--- src/rtl/skid_credit.sv ---
// Credit-based elastic pipe: non-stalling feed stages, a circular FIFO and a
// registered fall-through output stage. irdy is a flop driven from the credit count.
module skid_credit #(
  parameter  int DATA_WIDTH  = 13,
  parameter  int FEED_STAGES = 2,
  parameter  int DEPTH       = FEED_STAGES + 2,
  localparam int CW          = $clog2(DEPTH + 1)
) (
  input  logic                  clk,
  input  logic                  rst_n,
  input  logic                  flush,
  input  logic [DATA_WIDTH-1:0] idat,
  input  logic                  ivld,
  output logic                  irdy,
  output logic [DATA_WIDTH-1:0] odat,
  output logic                  ovld,
  input  logic                  ordy,
  output logic [CW-1:0]         count
);

  localparam int AW = (DEPTH > 1) ? $clog2(DEPTH) : 1;

  if (FEED_STAGES < 0 || FEED_STAGES > 7) begin : g_bad_feed
    $error("skid_credit: FEED_STAGES must be in 0..7");
  end
  if (DEPTH < FEED_STAGES + 2) begin : g_bad_depth
    $error("skid_credit: DEPTH must be at least FEED_STAGES+2");
  end

  logic                  irdy_q, irdy_d;
  logic                  ovld_q, ovld_d;
  logic [DATA_WIDTH-1:0] odat_q, odat_d;
  logic [CW-1:0]         cnt_q, cnt_d;
  logic [CW-1:0]         fc_q, fc_d;
  logic [AW-1:0]         wp_q, wp_d, rp_q, rp_d;
  logic [DATA_WIDTH-1:0] mem_q [DEPTH];

  logic                  acc, deq, ld, we, pop;
  logic                  wr_v;
  logic [DATA_WIDTH-1:0] wr_d;

  assign acc = ivld & irdy_q;
  assign deq = ovld_q & ordy;

  function automatic logic [AW-1:0] inc(input logic [AW-1:0] p);
    return (p == AW'(DEPTH - 1)) ? '0 : p + AW'(1);
  endfunction

  // Feed path: plain shift registers that advance every cycle; flush kills the valids.
  if (FEED_STAGES == 0) begin : g_direct
    assign wr_v = acc;
    assign wr_d = idat;
  end else begin : g_feed
    logic [FEED_STAGES-1:0]                 vld_pipe;
    logic [FEED_STAGES-1:0][DATA_WIDTH-1:0] dat_pipe;

    always_ff @(posedge clk or negedge rst_n) begin
      if (!rst_n) begin
        vld_pipe <= '0;
      end else if (flush) begin
        vld_pipe <= '0;
      end else begin
        vld_pipe[0] <= acc;
        for (int k = 1; k < FEED_STAGES; k++) vld_pipe[k] <= vld_pipe[k-1];
      end
    end

    always_ff @(posedge clk) begin
      dat_pipe[0] <= idat;
      for (int k = 1; k < FEED_STAGES; k++) dat_pipe[k] <= dat_pipe[k-1];
    end

    assign wr_v = vld_pipe[FEED_STAGES-1];
    assign wr_d = dat_pipe[FEED_STAGES-1];
  end

  // Output register refills whenever it is empty or being drained this edge.
  // An arriving word bypasses the memory only when the memory is empty.
  always_comb begin
    ld     = ~ovld_q | deq;
    pop    = 1'b0;
    we     = 1'b0;
    wp_d   = wp_q;
    rp_d   = rp_q;
    fc_d   = fc_q;
    ovld_d = ovld_q;
    odat_d = odat_q;
    if (flush) begin
      wp_d   = '0;
      rp_d   = '0;
      fc_d   = '0;
      ovld_d = 1'b0;
    end else begin
      if (ld) begin
        if (fc_q != '0) begin
          pop    = 1'b1;
          odat_d = mem_q[rp_q];
          ovld_d = 1'b1;
          rp_d   = inc(rp_q);
        end else if (wr_v) begin
          odat_d = wr_d;
          ovld_d = 1'b1;
        end else begin
          ovld_d = 1'b0;
        end
      end
      we = wr_v & ~(ld & (fc_q == '0));
      if (we) wp_d = inc(wp_q);
      fc_d = fc_q + CW'(we) - CW'(pop);
    end
  end

  // Credits cover feed stages, memory and output register together.
  always_comb begin
    cnt_d  = flush ? '0 : cnt_q + CW'(acc) - CW'(deq);
    irdy_d = (cnt_d < CW'(DEPTH));
  end

  always_ff @(posedge clk or negedge rst_n) begin
    if (!rst_n) begin
      irdy_q <= 1'b0;
      ovld_q <= 1'b0;
      odat_q <= '0;
      cnt_q  <= '0;
      fc_q   <= '0;
      wp_q   <= '0;
      rp_q   <= '0;
    end else begin
      irdy_q <= irdy_d;
      ovld_q <= ovld_d;
      odat_q <= odat_d;
      cnt_q  <= cnt_d;
      fc_q   <= fc_d;
      wp_q   <= wp_d;
      rp_q   <= rp_d;
    end
  end

  always_ff @(posedge clk) begin
    if (we) mem_q[wp_q] <= wr_d;
  end

  assign irdy  = irdy_q;
  assign ovld  = ovld_q;
  assign odat  = odat_q;
  assign count = cnt_q;

endmodule

--- config.mk ---
export PLATFORM = sky130hd
export DESIGN_NAME = skid_credit
export DESIGN_NICKNAME = d
export VERILOG_FILES = /design/src/rtl/skid_credit.sv
export SDC_FILE = /design/constraint.sdc
export NUM_CORES = 1
export LEC_CHECK = 0
export CAP_MARGIN = 20
export CELL_PAD_IN_SITES_DETAIL_PLACEMENT = 1
export CELL_PAD_IN_SITES_GLOBAL_PLACEMENT = 1
export CORE_MARGIN = 2
export CORE_UTILIZATION = 52
export DETAILED_ROUTE_END_ITERATION = 6
export PLACE_DENSITY_LB_ADDON = 0.1
export SYNTH_ARGS = -nofsm -noshare
export SYNTH_HDL_FRONTEND = slang
export SYNTH_SLANG_ARGS = --single-unit
--- constraint.sdc ---
create_clock -name clk -period 7.17 [get_ports clk]
set_input_delay 1.434 -clock clk [delete_from_list [all_inputs] [get_ports clk]]
set_output_delay 1.434 -clock clk [all_outputs]
set_load 0.03 [all_outputs]
== After elaboration in Yosys (flattened, before gate mapping) ==
Memories as Yosys holds them, arrays and structs flattened.
Index checks and enable logic that the tools add are counted.

* Register bits after elaboration: 53
* Bits in writable memories: 52
* Input port bits: 18
* Output and inout bits: 18
* Logic and storage cells: 58
* Memories: 1

{| class="wikitable"
|+ Memory list
! memory !! words !! bits a word !! rd ports !! clocked after memory_dff !! write ports !! line !! text
|-
| mem_q || 4 || 13 || 1 || 0 || 1 || 36 || <nowiki>logic [DATA_WIDTH-1:0] mem_q [DEPTH];</nowiki>
|}

* Add/subtract/negate cells: 6
* Order comparisons: 1
* Eq/ne operators: 2
* Muxes and demuxes: 22
* Bitwise logic cells: 8
* Reduce and logical (&&, ||, !) cells: 8

{| class="wikitable"
|+ Operators by type and width
! kind !! count
|-
| $mux 13 || 2
|-
| $mux 2 || 8
|-
| $mux 1 || 10
|-
| $reduce_bool 2->1 || 4
|-
| $add 3x1->3 || 2
|-
| $mux 3 || 2
|-
| $sub 3x1->3 || 2
|-
| $add 2x1->2 const B || 2
|-
| $and 1x1->1 || 4
|-
| $eq 2x2->1 const B || 2
|-
| $logic_not 3->1 || 1
|-
| $lt 3x3->1 const B || 1
|-
| $not 1->1 || 3
|-
| $reduce_and 3->1 || 1
|-
| $reduce_bool 3->1 || 1
|-
| $reduce_and 2->1 || 1
|-
| $or 1x1->1 || 1
|}

== Logic depth before layout (Yosys ltp) ==
* Depth after elaboration: 8
* Mapped depth: 11
* Gate-level depth less buffers: 11

== Worst setup path before layout ==
Ideal clock, no wire load.

* Kind: input port to flip-flop
* Start: in ordy
* End: reg fc_q[2]
* Library setup time: 0.086 ns
* Arrival: 3.248 ns
* Required time: 7.084 ns
* Setup slack: 3.836 ns
* Cell stages on the path: 11
* Path buffers: 0
* Cells stage by stage: nand2b_1 > a21boi_1 > inv_1 > ha_1 > inv_1 > ha_1 > inv_1 > fa_1 > xor2_1 > and2_2 > nor3_1

* Longest elaborated chain between the ends: 8
* Elaborated cells between the ends (all ways): 10
* Those cells by class: add/sub (2); mux (3); bitwise (5)

{| class="wikitable"
|+ Ends and longest elaborated chain
! item !! line !! text
|-
| from (decl) || 17 || <nowiki>input logic ordy,</nowiki>
|-
| $and 1x1->1 (*) || 43 || <nowiki>assign deq = ovld_q & ordy;</nowiki>
|-
| $or 1x1->1 (*) || 80 || <nowiki>ld = ~ovld_q | deq;</nowiki>
|-
| $and 1x1->1 || 107 || <nowiki>we = wr_v & ~(ld & (fc_q == '0));</nowiki>
|-
| $not 1->1 || 107 ||
|-
| $and 1x1->1 || 107 ||
|-
| $add 3x1->3 || 109 || <nowiki>fc_d = fc_q + CW'(we) - CW'(pop);</nowiki>
|-
| $sub 3x1->3 (*) || 109 ||
|-
| $mux 3 (*) || 88 || <nowiki>if (flush) begin</nowiki>
|-
| via fc_d[2] || 34 || <nowiki>logic [CW-1:0] fc_q, fc_d;</nowiki>
|-
| to (signal assigned) || 125 || <nowiki>fc_q <= '0;</nowiki>
|-
| to (signal assigned) || 133 || <nowiki>fc_q <= fc_d;</nowiki>
|-
| to (decl) || 34 ||
|}

The timed path passes the listed nets; every way through them passes the cells marked *. The select of a mux whose other input is x is not followed.
A chain may end at the register's enable or synchronous reset.

== Final worst setup path ==
Ends and elaborated chain as after synthesis.

==> impl_metrics.ini <==
[hold_path]
hp-class = flip-flop to flip-flop
min_from = g_feed.dat_pipe[2]
min_to = wr_d[2]
worstHoldPathCells = 0

[power_and_ir_drop]
power_switching_share_pct = 33.16
worst_ir_drop_vdd_mv = 0.1618
p_switching_uw = 549.1
static_leakage_nw = 1.622
comb_power_share_pct = 31.4
powerDensity_mw_per_mm2 = 373.3
clockPowerShare_pct = 20.8
intPower_mw = 1.107
seq_power_share_pct = 47.7

[grt]
antenna_found_initial = 0
first_global_vias = 2138
grt_pass1_wl_um = 11210
gr-total-overflow = 0
grt_util_all_layers_pct = 18.45
grt_start_max_net_pins = 28

[placed_design]
globalplace.congestion = 0.7886
dp_hpwl_um = 4254
io_port_bufs = 35
instance_area_at_placement_mm2 = 0.004250

[clocking]
cts.sinks = 105
insertion_delay_ps = 370
clk_root_buffer_cell = sky130_fd_sc_hd__clkbuf_8
clock_pin_transition_on_the_worst_setup_and_hold_timing_paths_ps = 100
cts_inserted_buffers = 9
cts_resized = 0
deepest_level_of_the_cts_h_tree = 3
hold_buffers = 0
max-clock-path-buffers = 2
cts_post_setup_buffers_inserted = 0
tritoncts = built

[floorplanning]
x_dimension_of_the_die_um = 89.71
chipHeight_um = 89.71
floorplan.io_pins = 36
floorplan.initialDensity_pct = 53.23
die_area_mm2 = 0.008048
number_of_core_rows = 31
core_area_mm2 = 0.007176

[logic_synthesis]
yosys.cell_types.count = 37
synth.yosys.warnings = 0
synth_largest_area_cell = sky130_fd_sc_hd__edfxtp_1
post_syn_area_per_cell_um2 = 17.77
mappedNetlistNets = 244
count_of_flip_flops_with_a_built_in_enable_after_synthesis = 52
synth.top_cells.by_count = 52 x sky130_fd_sc_hd__edfxtp_1, 27 x sky130_fd_sc_hd__dfrtp_1, 26 x sky130_fd_sc_hd__dfxtp_1
yosys.cell_count.top_type = sky130_fd_sc_hd__edfxtp_1
sequential_share_of_the_synthesized_area_pct = 72.19
synth_top_area_share_pct = 40.88
postSynth.asyncResetShare_pct = 25.71
ys_ff_latch = 105
synth_flop_cell = sky130_fd_sc_hd__edfxtp_1
syn-instance-count = 215
yosys-top-cells-area = sky130_fd_sc_hd__edfxtp_1 41%, sky130_fd_sc_hd__dfrtp_1 18%, sky130_fd_sc_hd__dfxtp_1 14%
netlist_area_before_placement_mm2 = 0.003820

[worst_setup_path]
worstSetupEndpointType = flip-flop
setup.reg_to_reg.worst_slack_ps = 3990
timing.critical_path.max_delay_family = adder cells
critical-path-max-stage-delay_ps = 430
critical-path-slowest-cell = sky130_fd_sc_hd__clkdlybuf4s50_1
crit_path_max_fanout = 7
reg2reg_to = fc_q[2]
worst_r2r_startpoint = fc_q[1]
worst_r2r_path_depth = 11
cp.arrival_ps = 3910
cp-start-kind = primary input
path_buf_inv = 4
critical-path-top-cell-by-count = sky130_fd_sc_hd__inv_1
worstSetupPathType = primary input to flip-flop
path_cells = clkdlybuf4s50_1, nand2b_1, a21boi_1, inv_1, ha_1, inv_1, ha_1, inv_1, fa_1, xor2_1, and2_2, nor3_1
critPathRequiredTime_ps = 7460

[sta]
setup-violations-final = 0
grt_setup_unrepaired = false
final_setup_skew_ps = 13.95
maxSlewHeadroom_pct = 28.37
slew_viol_final = 0
hold_viol_final = 0
min_period_ps = 3625
slew_at_the_pin_with_the_worst_max_slew_slack_ps = 1069
timing.fmax_ghz = 0.2759
hold_ws_ps = 330.1
finalSetupTns_ps = 0
period_share_pct = 50.56

[detailed_routing]
detail_route.drc_violations = 0
via_total_after_detailed_routing = 1961
detail_route.vias_per_cell = 5.493
detail_route.wirelength_um = 6807
first_iter_violations = 79
routed_antenna_nets = 0
drt_first_pass_iters = 4
avgRoutedWirePerCell_um = 19.07

[final_layout]
layout.cell_area.non_filler_mm2 = 0.004436
flow.area_growth_from_synthesis_pct = 16.12
num-nets-final = 282
seqCellArea_mm2 = 0.002758
post_route_cells_drive_above_1_share_pct = 17.83
area_occupied_by_multi_input_gates_um2 = 969.7
utilization_pct = 61.81
diodes = 0
nFillCells = 631

[status]
status = complete, no violations

[run]
drv_cap = 0
## worst max path at each step
stage	startpoint	endpoint	depth (start not counted)
after detailed placement	ordy	fc_q[2]	12
after global placement	ordy	fc_q[2]	12
final	ordy	fc_q[2]	12
after CTS	ordy	fc_q[2]	12
after global routing	ordy	fc_q[2]	12
after floorplan	ordy	fc_q[2]	11
## per-stage QoR
stage | power, mW | worst slack [ps] | std cells
floorplan | 1.162 | 3836 | 215
global placement | 1.322 | 3254 | 340
detailed placement | 1.331 | 3152 | 341
CTS | 1.679 | 3567 | 357
global route | 1.744 | 3379 | 357
finish | 1.656 | 3545 | 357
## power by group through the flow
stage | logic (mW) | registers (mW) | clock network (mW)
floorplan | 0.315 | 0.848 | 0
global route | 0.563 | 0.805 | 0.376
detailed placement | 0.526 | 0.805 | 0
global placement | 0.517 | 0.804 | 0
finish | 0.520 | 0.791 | 0.345
CTS | 0.528 | 0.793 | 0.358
## layout make-up
type	count	area share, %
Sequential cell	105	62.17
Multi-Input combinational cell	92	21.86
Timing Repair Buffer	37	8.322
Clock buffer	10	3.103
Tap cell	99	2.793
Clock inverter	6	1.072
Inverter	8	0.6770
## sequential cells by signal, indices dropped and copies added, names as in the netlist, 2 cells and up
signal	count
wr_d	13
odat	13
mem_q	52
rp_q	2
fc_q	3
count	3
g_feed.vld_pipe	2
wp_q	2
g_feed.dat_pipe	13
## placed cells by master, fill, tap and decap left out, types with 2 or more instances in the layout
cell type                         count
sky130_fd_sc_hd__clkbuf_8            10
sky130_fd_sc_hd__o21ai_0              2
sky130_fd_sc_hd__inv_6                2
sky130_fd_sc_hd__and3_1               4
sky130_fd_sc_hd__xor2_1               2
sky130_fd_sc_hd__mux4_2              13
sky130_fd_sc_hd__inv_1                8
sky130_fd_sc_hd__nor3_1               2
sky130_fd_sc_hd__a2bb2oi_1           13
sky130_fd_sc_hd__dfrtp_1             27
sky130_fd_sc_hd__o22ai_1              4
sky130_fd_sc_hd__o31ai_1              2
sky130_fd_sc_hd__clkinv_2             2
sky130_fd_sc_hd__edfxtp_1            52
sky130_fd_sc_hd__nor2b_1              4
sky130_fd_sc_hd__clkdlybuf4s50_1     35
sky130_fd_sc_hd__fa_1                 2
sky130_fd_sc_hd__ha_1                 9
sky130_fd_sc_hd__nor2_1               7
sky130_fd_sc_hd__dfxtp_1             26
sky130_fd_sc_hd__o22ai_2              9
sky130_fd_sc_hd__a21oi_1              3
## routing by layer
layer | vias to the layer above | part of all wire, % | global-route usage [%]
met5 | - | 0 | 0
met4 | 0 | 1.1 | 6.538
met3 | 7 | 4.0 | 5.029
met2 | 37 | 50 | 29.80
met1 | 1017 | 45 | 24.43
li1 | 900 | - | -
## worst reg2reg max path: stages, from the launching register on
cell and delay [ps]:
sky130_fd_sc_hd__dfrtp_1 500, sky130_fd_sc_hd__nor3_4 830, sky130_fd_sc_hd__a21boi_1 340, sky130_fd_sc_hd__inv_1 130, sky130_fd_sc_hd__ha_1 230, sky130_fd_sc_hd__inv_1 60
sky130_fd_sc_hd__ha_1 130, sky130_fd_sc_hd__inv_1 50, sky130_fd_sc_hd__fa_1 370, sky130_fd_sc_hd__xor2_1 160, sky130_fd_sc_hd__and2_2 200, sky130_fd_sc_hd__nor3_1 120
## cell families after synthesis
family,after synthesis,share of synthesized area (%)
flops,105,72.19
compound gates,36,8.254
simple gates,29,4.619
buf+inv,18,2.587
mux,13,7.665
fa+ha+maj,11,3.996
xor+xnor,3,0.6880
No activity file was read; power rests on OpenSTA's default activity.
